===== src/rtl/fp_to_int_converter.sv =====
// fp32 -> int32 converter: unpack, 1-bit-per-cycle alignment shifter, IEEE rounding, saturation.
// Optional inexact flag port enabled by defining FP_CVT_INEXACT_EN.
module fp_to_int_converter (
   input  logic        clk,
   input  logic        rst,
   input  logic        in_valid,
   output logic        in_ready,
   input  logic [31:0] fp_in,
   input  logic [2:0]  r_mode,
   output logic        out_valid,
   input  logic        out_ready,
   output logic [31:0] int_out,
   output logic        invalid
`ifdef FP_CVT_INEXACT_EN
   ,
   output logic        inexact
`endif
);

   localparam int unsigned W  = 32;
   localparam int unsigned FW = 23;
   localparam int unsigned CW = 5;

   typedef enum logic [1:0] {IDLE, SHIFT, ROUND, OUT} state_t;

   state_t         state, state_d;
   logic           sign_q, sign_d;
   logic [2:0]     rm_q, rm_d;
   logic [W-1:0]   mag_q, mag_d;
   logic           grd_q, grd_d;
   logic           stk_q, stk_d;
   logic [CW-1:0]  cnt_q, cnt_d;
   logic           left_q, left_d;
   logic           sat_q, sat_d;
   logic [W-1:0]   int_d;
   logic           inv_d, out_valid_d, in_ready_d;

   logic [7:0]     ld_exp;
   logic [FW-1:0]  ld_frac;
   logic           ld_sign, ld_stk, ld_left, ld_sat;
   logic [W-1:0]   ld_mag;
   logic [CW-1:0]  ld_cnt;

   logic           inc;
   logic [W:0]     sum;
   logic [W-1:0]   rnd_res;
   logic           rnd_inv;

   // Operand unpack: classify exponent and pick initial magnitude and shift count
   always_comb begin
      ld_exp  = fp_in[30:23];
      ld_frac = fp_in[FW-1:0];
      ld_sign = fp_in[31];
      ld_mag  = '0;
      ld_stk  = 1'b0;
      ld_cnt  = '0;
      ld_left = 1'b0;
      ld_sat  = 1'b0;
      if (ld_exp == 8'd255) begin
         ld_sat = 1'b1;
         if (ld_frac != '0) ld_sign = 1'b0;
      end else if (ld_exp >= 8'd158) begin
         if (ld_sign && ld_exp == 8'd158 && ld_frac == '0) ld_mag = 32'h8000_0000;
         else                                               ld_sat = 1'b1;
      end else if (ld_exp == 8'd0) begin
         ld_stk = |ld_frac;
      end else begin
         ld_mag = {8'd0, 1'b1, ld_frac};
         if (ld_exp >= 8'd150) begin
            ld_left = 1'b1;
            ld_cnt  = CW'(ld_exp - 8'd150);
         end else if (ld_exp <= 8'd125) begin
            ld_cnt  = CW'(25);
         end else begin
            ld_cnt  = CW'(8'd150 - ld_exp);
         end
      end
   end

   // Rounding increment, two's-complement conversion and final saturation
   always_comb begin
      inc = 1'b0;
      case (rm_q)
         3'b000:  inc = grd_q & (stk_q | mag_q[0]);
         3'b010:  inc = sign_q & (grd_q | stk_q);
         3'b011:  inc = ~sign_q & (grd_q | stk_q);
         3'b100:  inc = grd_q;
         default: inc = 1'b0;
      endcase
      sum     = {1'b0, mag_q} + (W+1)'(inc);
      rnd_inv = 1'b1;
      rnd_res = sign_q ? 32'h8000_0000 : 32'h7FFF_FFFF;
      if (!sat_q) begin
         if (!sign_q && sum <= 33'h0_7FFF_FFFF) begin
            rnd_inv = 1'b0;
            rnd_res = sum[W-1:0];
         end else if (sign_q && sum <= 33'h0_8000_0000) begin
            rnd_inv = 1'b0;
            rnd_res = ~sum[W-1:0] + 32'd1;
         end
      end
   end

   always_comb begin
      state_d     = state;
      sign_d      = sign_q;
      rm_d        = rm_q;
      mag_d       = mag_q;
      grd_d       = grd_q;
      stk_d       = stk_q;
      cnt_d       = cnt_q;
      left_d      = left_q;
      sat_d       = sat_q;
      int_d       = int_out;
      inv_d       = invalid;
      out_valid_d = out_valid;
      in_ready_d  = in_ready;
      case (state)
         IDLE: begin
            if (in_valid) begin
               sign_d     = ld_sign;
               rm_d       = r_mode;
               mag_d      = ld_mag;
               grd_d      = 1'b0;
               stk_d      = ld_stk;
               cnt_d      = ld_cnt;
               left_d     = ld_left;
               sat_d      = ld_sat;
               in_ready_d = 1'b0;
               state_d    = (ld_cnt != '0) ? SHIFT : ROUND;
            end
         end
         SHIFT: begin
            if (left_q) begin
               mag_d = mag_q << 1;
            end else begin
               mag_d = mag_q >> 1;
               grd_d = mag_q[0];
               stk_d = stk_q | grd_q;
            end
            cnt_d = cnt_q - CW'(1);
            if (cnt_q == CW'(1)) state_d = ROUND;
         end
         ROUND: begin
            int_d       = rnd_res;
            inv_d       = rnd_inv;
            out_valid_d = 1'b1;
            state_d     = OUT;
         end
         OUT: begin
            if (out_ready) begin
               out_valid_d = 1'b0;
               in_ready_d  = 1'b1;
               state_d     = IDLE;
            end
         end
         default: state_d = IDLE;
      endcase
   end

   always_ff @(posedge clk or posedge rst) begin
      if (rst) begin
         state     <= IDLE;
         sign_q    <= 1'b0;
         rm_q      <= '0;
         mag_q     <= '0;
         grd_q     <= 1'b0;
         stk_q     <= 1'b0;
         cnt_q     <= '0;
         left_q    <= 1'b0;
         sat_q     <= 1'b0;
         int_out   <= '0;
         invalid   <= 1'b0;
         out_valid <= 1'b0;
         in_ready  <= 1'b1;
      end else begin
         state     <= state_d;
         sign_q    <= sign_d;
         rm_q      <= rm_d;
         mag_q     <= mag_d;
         grd_q     <= grd_d;
         stk_q     <= stk_d;
         cnt_q     <= cnt_d;
         left_q    <= left_d;
         sat_q     <= sat_d;
         int_out   <= int_d;
         invalid   <= inv_d;
         out_valid <= out_valid_d;
         in_ready  <= in_ready_d;
      end
   end

`ifdef FP_CVT_INEXACT_EN
   // Inexact is captured alongside the result
   always_ff @(posedge clk or posedge rst) begin
      if (rst)                 inexact <= 1'b0;
      else if (state == ROUND) inexact <= (grd_q | stk_q) & ~rnd_inv;
   end
`endif

endmodule

===== config.mk =====
export PLATFORM = sky130hd
export DESIGN_NAME = fp_to_int_converter
export DESIGN_NICKNAME = d
export VERILOG_FILES = /design/src/rtl/fp_to_int_converter.sv
export SDC_FILE = /design/constraint.sdc
export NUM_CORES = 1
export LEC_CHECK = 0
export ABC_AREA = 1
export CAP_MARGIN = 20
export CELL_PAD_IN_SITES_DETAIL_PLACEMENT = 0
export CELL_PAD_IN_SITES_GLOBAL_PLACEMENT = 1
export CORE_AREA = 8 8 154 156
export DETAILED_ROUTE_END_ITERATION = 10
export DIE_AREA = 0 0 162 164
export GPL_TIMING_DRIVEN = 0
export PLACE_DENSITY_LB_ADDON = 0.1
export REMOVE_ABC_BUFFERS = 1
export SLEW_MARGIN = 20
export SYNTH_ARGS = -nofsm -noshare
export SYNTH_HDL_FRONTEND = slang
export SYNTH_SLANG_ARGS = --single-unit
export TNS_END_PERCENT = 30

===== constraint.sdc =====
create_clock -name clk -period 6.1 [get_ports clk]
set_input_delay 1.22 -clock clk [delete_from_list [all_inputs] [get_ports clk]]
set_output_delay 1.22 -clock clk [all_outputs]
set_load 0.02 [all_outputs]

==> impl_metrics.toml, run 1 <==
[run_status]
status = "finished clean"

[drt]
dr.pass1.iters = 4
viasPerCell = 4.89
routed_wl_mm = 21.8
wl_per_cell_um = 15.6
ant_nets = 0
vias = 6820
drc = 0
drt_iter0_markers = 372

[global_route]
grt_pass1_wl_mm = 35.8
grt_use_total_pct = 16.8
grt_max_degree = 54
antenna_found_initial = 0
overflow = 0
grt_pass1_vias = 6707

[clock_network]
cts.sinks = 82
cts_root_buffer = "clkbuf_16"
ctsHoldBuffers = 0
cts_resized = 0
cts-htree-levels = 3
cts_setup_buffers = 0
cts_buffer_depth = 2
cts_tree = "done"
clk_pin_slew_worst_paths_ns = 0.07
cts_buffers = 9
clock_latency_ns = 0.35

[synthesis]
synth_area_per_cell_um2 = 6.52
synth_top_cell_by_area = "dfrtp_1"
yosysWarnings = 0
synth-edff-count = 0
synth_cells = 1053
synth.most_common_cell = "nand2_1"
ys_seq_elements = 82
ys_types = 50
ys.flop_type = "dfrtp_1"
yosysTopAreaCellShare_pct = 29.5
synth_area_leaders = "dfrtp_1 (30%), nand2_1 (17%), nor2_1 (6.5%), inv_1 (5.8%), nand3_1 (5.8%)"
syn_area_mm2 = 0.00687
synth_common_cells = "nand2_1 (307), nor2_1 (119), inv_1 (107)"
ys_async_sr_fraction_pct = 100
synth-seq-area-share_pct = 29.9

[power]
power.share.switching_pct = 50.0
total_leakage_power_nw = 3.78
p_per_area_mw_per_mm2 = 524
internal_power_w = 0.00216
power_frac_seq_pct = 25.8
peakVddDrop_mv = 0.158
power_frac_comb_pct = 59.2
p_clk_share_pct = 15.0
p_sw_w = 0.00216

[critical_path]
required_ns = 6.37
ff2ff_path_depth = 20
critPathMostFrequentCell = "nand2_1"
r2r_start = "sign_q"
rr_endpoint = "int_out[17]"
cp.arrival_ns = 5.05
crit_path_max_fanout = 29
crit_path_max_incr_delay_ns = 0.77
cp-end-kind = "register"
slowest_stage = "dfrtp_2"
crit_chain = "inv_1, nand2_1, nand4_1, o41ai_1, ha_1, ha_1, nand2_2, nor2_8, nand2_2, nor2_4, nand2_1, nand2_1, nand3_1, nor3_1, nand4_1, nand2_1, nand2_2, inv_2, o21ai_0, a21oi_1"
critPathLaunchType = "register"
r2r_setup_slack_ns = 1.33
crit_type = "reg -> reg"

[sta]
whs_ns = 0.504
hold_viol = 0
rsz0062_at_grt = "no"
worst_slew_margin_rel_pct = 26.6
period_minus_slack_ns = 4.77
skew_ns = 0.0113
setup_viol = 0
setup_ws_ns = 1.33
worstMarginPinSlew_ns = 1.10
fmax_mhz = 209
fin_tns_setup_ns = 0
period_share_pct = 78.3
drv_slew = 0

[placement]
place_ws_ns = 0.711
dp_cells = 1380
dp_hpwl_mm = 17.4
routabilityCongestion = 0.842
place_area_mm2 = 0.00791
port_buffers = 73

[final_layout]
stdcell_area_mm2 = 0.00825
regArea_mm2 = 0.00205
areaGrowthSynthToFinish_pct = 20.2
nFillCells = 2413
multi_input_area_mm2 = 0.00423
instances_no_fill = 1396
layout.nets = 1166
antenna_cells = 0
drive_gt1_share_pct = 8.78

[floorplan]
die_width_um = 162
die_h_um = 164
rows = 54
dieArea_mm2 = 0.0266
io_pins = 74
initial_utilization_pct = 32.2
coreArea_mm2 = 0.0214

[hold_path]
hold_depth = 2
holdCritPathClass = "reg -> reg"
hold_start = "int_out[31]"
hold_end = "int_out[31]"

[run]
max_cap_viol_count = 0
==> metal layers <==
metal / global-route usage [%] / share of wire, % / vias to the layer above
li1: - / - / 3575
met1: 23.1 / 50 / 3130
met2: 27.0 / 46 / 103
met3: 2.16 / 3.5 / 12
met4: 5.26 / 1.4 / 0
met5: 0 / 0 / -
==> worst max path at each step <==
stage,slack (ns),startpoint,depth (start not counted),to
global route,0.86,sign_q,20,int_out[17]
global placement,0.70,sign_q,22,int_out[16]
finish,1.33,sign_q,20,int_out[17]
floorplan,2.31,sign_q,24,int_out[5]
detailed placement,0.71,sign_q,20,int_out[17]
CTS,0.70,sign_q,20,int_out[17]
==> stage by stage <==
step           util, %  power [W]
2_1_floorplan        -    0.00280
4_1_cts           38.6    0.00437
6_report          38.7    0.00432
5_1_grt           38.7    0.00474
3_3_place_gp      36.5    0.00364
3_5_place_dp      37.0    0.00370
==> cell type report <==
cell class                      instances  area share [%]
Tap cell                              280            4.24
Inverter                              120            5.53
Timing Repair Buffer                   77            9.85
Sequential cell                        82            24.9
Clock buffer                           11            2.94
Clock inverter                          5            1.24
Multi-Input combinational cell        821            51.3
==> sequential cells by signal, summed over array words and instances (netlist names) <==
name       cells
sat_q          1
out_valid      1
state          2
cnt_q          5
invalid        1
grd_q          1
mag_q         32
sign_q         1
rm_q           3
stk_q          1
in_ready       1
int_out       32
left_q         1
==> critical path: cells and delay by family, from the launching register on <==
family | cells | cell delay, ns
buffers and inverters | 2 | 0.94
AOI/OAI and AO/OA | 3 | 0.37
and+or+nand+nor | 13 | 2.02
DFF | 1 | 0.77
adders and majority gates | 2 | 0.57
==> cells in the final DEF, fill, tap and decap left out, types with 6 or more instances in the layout <==
cell type,n
o22ai_1,22
a211oi_1,13
nand3_1,80
nand4_1,18
nor3_1,8
inv_1,106
nor4_1,6
nand2_2,25
a31oi_1,7
a22oi_1,7
nor2_1,119
nand2_4,6
ha_1,15
inv_2,6
clkdlybuf4s50_1,73
dfrtp_1,80
nor2_4,14
clkinv_1,6
xor2_1,21
clkbuf_16,9
nor2_2,11
o21ai_0,38
a21oi_1,63
nand2_1,307
==> power by group through the flow <==
stage / Clock (W) / Sequential [W] / Combinational, W
after floorplan: 0 / 0.00118 / 0.00162
after global placement: 0 / 0.00112 / 0.00252
after detailed placement: 0 / 0.00113 / 0.00258
after CTS: 0.000666 / 0.00112 / 0.00259
after global routing: 0.000685 / 0.00116 / 0.00289
final: 0.000650 / 0.00111 / 0.00256
==> cells by family after synthesis <==
family	synth area share, %
mux	0.164
flops	29.9
xor+xnor	3.06
compound gates	15.1
buf+inv	8.71
fa+ha+maj	2.92
simple gates	40.2
Power figures use the tool's default switching activity.
==> inputs of run 2 (changes only) <==
==> constraint.sdc (replaced) <==
create_clock -name clk -period 4.44 [get_ports clk]
set_input_delay 0.888 -clock clk [delete_from_list [all_inputs] [get_ports clk]]
set_output_delay 0.888 -clock clk [all_outputs]
set_load 0.02 [all_outputs]
==> run 2 against run 1 <==
  * Core utilization up 0.16 points
  * First-iteration DRC count down 7.0%
  * Wire length up 2.0%
  * Clock-buffer cell count unchanged
  * Die area unchanged
  * Hold slack worse by 0.0016 ns
  * Sequential cell count unchanged
  * Non-clock buffer count up 2
==> impl_metrics.toml, run 2 (synthesis results as in run 1) <==
[power]
total_leakage_power_nw = 3.79
power_w = 0.00599
peakVddDrop_mv = 0.209
p_per_area_mw_per_mm2 = 723

[clock_network]
cts.sinks = 82
ctsHoldBuffers = 0
cts_tree = "done"
cts_buffer_depth = 2
clock_latency_ns = 0.35
cts-htree-levels = 3
clk_pin_slew_worst_paths_ns = 0.06
cts_buffers = 9
cts_root_buffer = "clkbuf_16"

[critical_path]
crit_chain = "clkinvlp_4, nand2_1, nand4_1, o41ai_1, ha_1, ha_1, nand2_2, nor2_8, nand2_2, nor2_4, nand2_1, nand2_1, nand3_1, nor3_1, nand4_1, nand2_1, nand2_2, inv_2, o21ai_0, a21oi_1"
r2r_setup_slack_ns = 0.51
ff2ff_path_depth = 20
rr_endpoint = "int_out[17]"
critPathMostFrequentCell = "nand2_1"
slowest_stage = "dfrtp_4"
cp-end-kind = "register"
required_ns = 4.71
crit_path_max_incr_delay_ns = 0.61
r2r_start = "sign_q"
crit_path_max_fanout = 23
cp.arrival_ns = 4.21
critPathLaunchType = "register"
crit_type = "reg -> reg"

[run_status]
status = "finished clean"

[drt]
drt_iter0_markers = 346
ant_nets = 0
wl_per_cell_um = 15.9
vias = 6863
routed-wl-met3_um = 857
dr.pass1.iters = 5
top_layer_used = "met4"
routed_wl_mm = 22.3
viasPerCell = 4.91
m1WireLength_mm = 11.0
drc = 0
wl_met2_mm = 10.2

[floorplan]
io_pins = 74
rows = 54
dieArea_mm2 = 0.0266
initial_utilization_pct = 32.2
die_h_um = 164
coreArea_mm2 = 0.0214
die_width_um = 162

[final_layout]
areaGrowthSynthToFinish_pct = 20.7
reg.largest.list = "int_out (32), mag_q (32), cnt_q (5)"
layout_commonest_cell = "nand2_1"
layout.nets = 1169
instances_no_fill = 1399
final_cell_mix = "nand2_1 (307), nor2_1 (119), inv_1 (105)"
antenna_cells = 0
drive_gt1_share_pct = 9.12

[global_route]
grt_use_total_pct = 17.0
grt_pass1_wl_mm = 36.1
grt_pass1_vias = 6725
overflow = 0
grt_max_degree = 54
antenna_found_initial = 0

[placement]
dp_hpwl_mm = 17.4
port_buffers = 73
dp_cells = 1380
routabilityCongestion = 0.842

[sta]
setup_viol = 0
rsz0062_at_grt = "no"
period_minus_slack_ns = 3.93
skew_ns = 0.0117
worst_slew_margin_rel_pct = 27.4
fmax_mhz = 254
worstMarginPinSlew_ns = 1.08
period_share_pct = 88.6
drv_slew = 0
hold_viol = 0

[hold_path]
hold_start = "int_out[31]"
hold_end = "int_out[31]"
holdCritPathClass = "reg -> reg"
hold_depth = 2

[run]
max_cap_viol_count = 0
## run 2: changes by cell type in the layout (fill, tap and decap cells not counted)
| cell | change |
|---|---|
| inv_1 | -1 |
| dfrtp_2 | -1 |
| clkinvlp_2 | +1 |
| buf_8 | +1 |
| dfrtp_4 | +1 |
| clkinvlp_4 | +1 |
| buf_4 | +1 |
## run 2: report_power, final
part | internal [W] | leakage, nW | switching (W)
clock | 0.000565 | 0.166 | 0.000328
sequential | 0.00113 | 0.954 | 0.000394
combinational | 0.00130 | 2.67 | 0.00228
## run 2: worst max-delay path by stage
stage / startpoint / to / slack (ns) / cells after the start
floorplan: sign_q / int_out[5] / 0.65 / 24
global placement: sign_q / int_out[16] / -0.96 / 22
detailed placement: sign_q / int_out[17] / -0.95 / 20
CTS: sign_q / int_out[17] / 0.17 / 20
global route: sign_q / int_out[17] / 0.13 / 20
finish: sign_q / int_out[17] / 0.51 / 20
## run 2: metrics by stage
stage	util, %	TNS, ns	cell area, µm²	setup slack (ns)	hold slack, ns
finish	38.8	0	8290	0.508	0.503
global route	38.8	0	8290	0.133	0.542
CTS	38.7	0	8270	0.171	0.514
detailed placement	37.0	-26.91	7910	-0.949	0.499
global placement	36.5	-47.49	7800	-0.959	0.480
floorplan	-	0	6720	0.648	0.472
## run 2: per-layer routing
layer  vias up  track usage, %
met2       126            27.5
met4         0            4.88
li1       3582               -
met1      3144            23.2
met3        11            2.16
met5         -               0
## run 2: critical path: cells and delay by family, from the launching register on
family / cells / cell delay, ns
DFF: 1 / 0.61
AOI/OAI and AO/OA: 3 / 0.36
adders and majority gates: 2 / 0.55
buffers and inverters: 2 / 0.43
and+or+nand+nor: 13 / 1.87
## run 2: repair_timing
item / 4_1_cts / 5_1_grt
endpoints found under the hold margin: 0 / 0
cloned: 1 / 0
setup buffers: 1 / 1
resized for setup: 2 / 1
setup endpoints to repair: 33 / 28
## run 2: area by class of cell
cell class	count	area, µm²
Multi-Input combinational cell	821	4230
Fill cell	2411	13100
Sequential cell	82	2060
Tap cell	280	350
Inverter	120	460
Timing Repair inverter	1	5.00
Clock buffer	11	243
Timing Repair Buffer	79	836
Clock inverter	5	103
==> inputs of run 3 (changes only) <==
--- a/config.mk
+++ b/config.mk
@@ -10,6 +10,7 @@
 export CELL_PAD_IN_SITES_DETAIL_PLACEMENT = 0
 export CELL_PAD_IN_SITES_GLOBAL_PLACEMENT = 1
 export CORE_AREA = 8 8 154 156
+export CTS_CLUSTER_SIZE = 20
 export DETAILED_ROUTE_END_ITERATION = 10
 export DIE_AREA = 0 0 162 164
 export GPL_TIMING_DRIVEN = 0
==> results of run 3 <==
Final layout, timing and power as in run 2 (identical DEF).
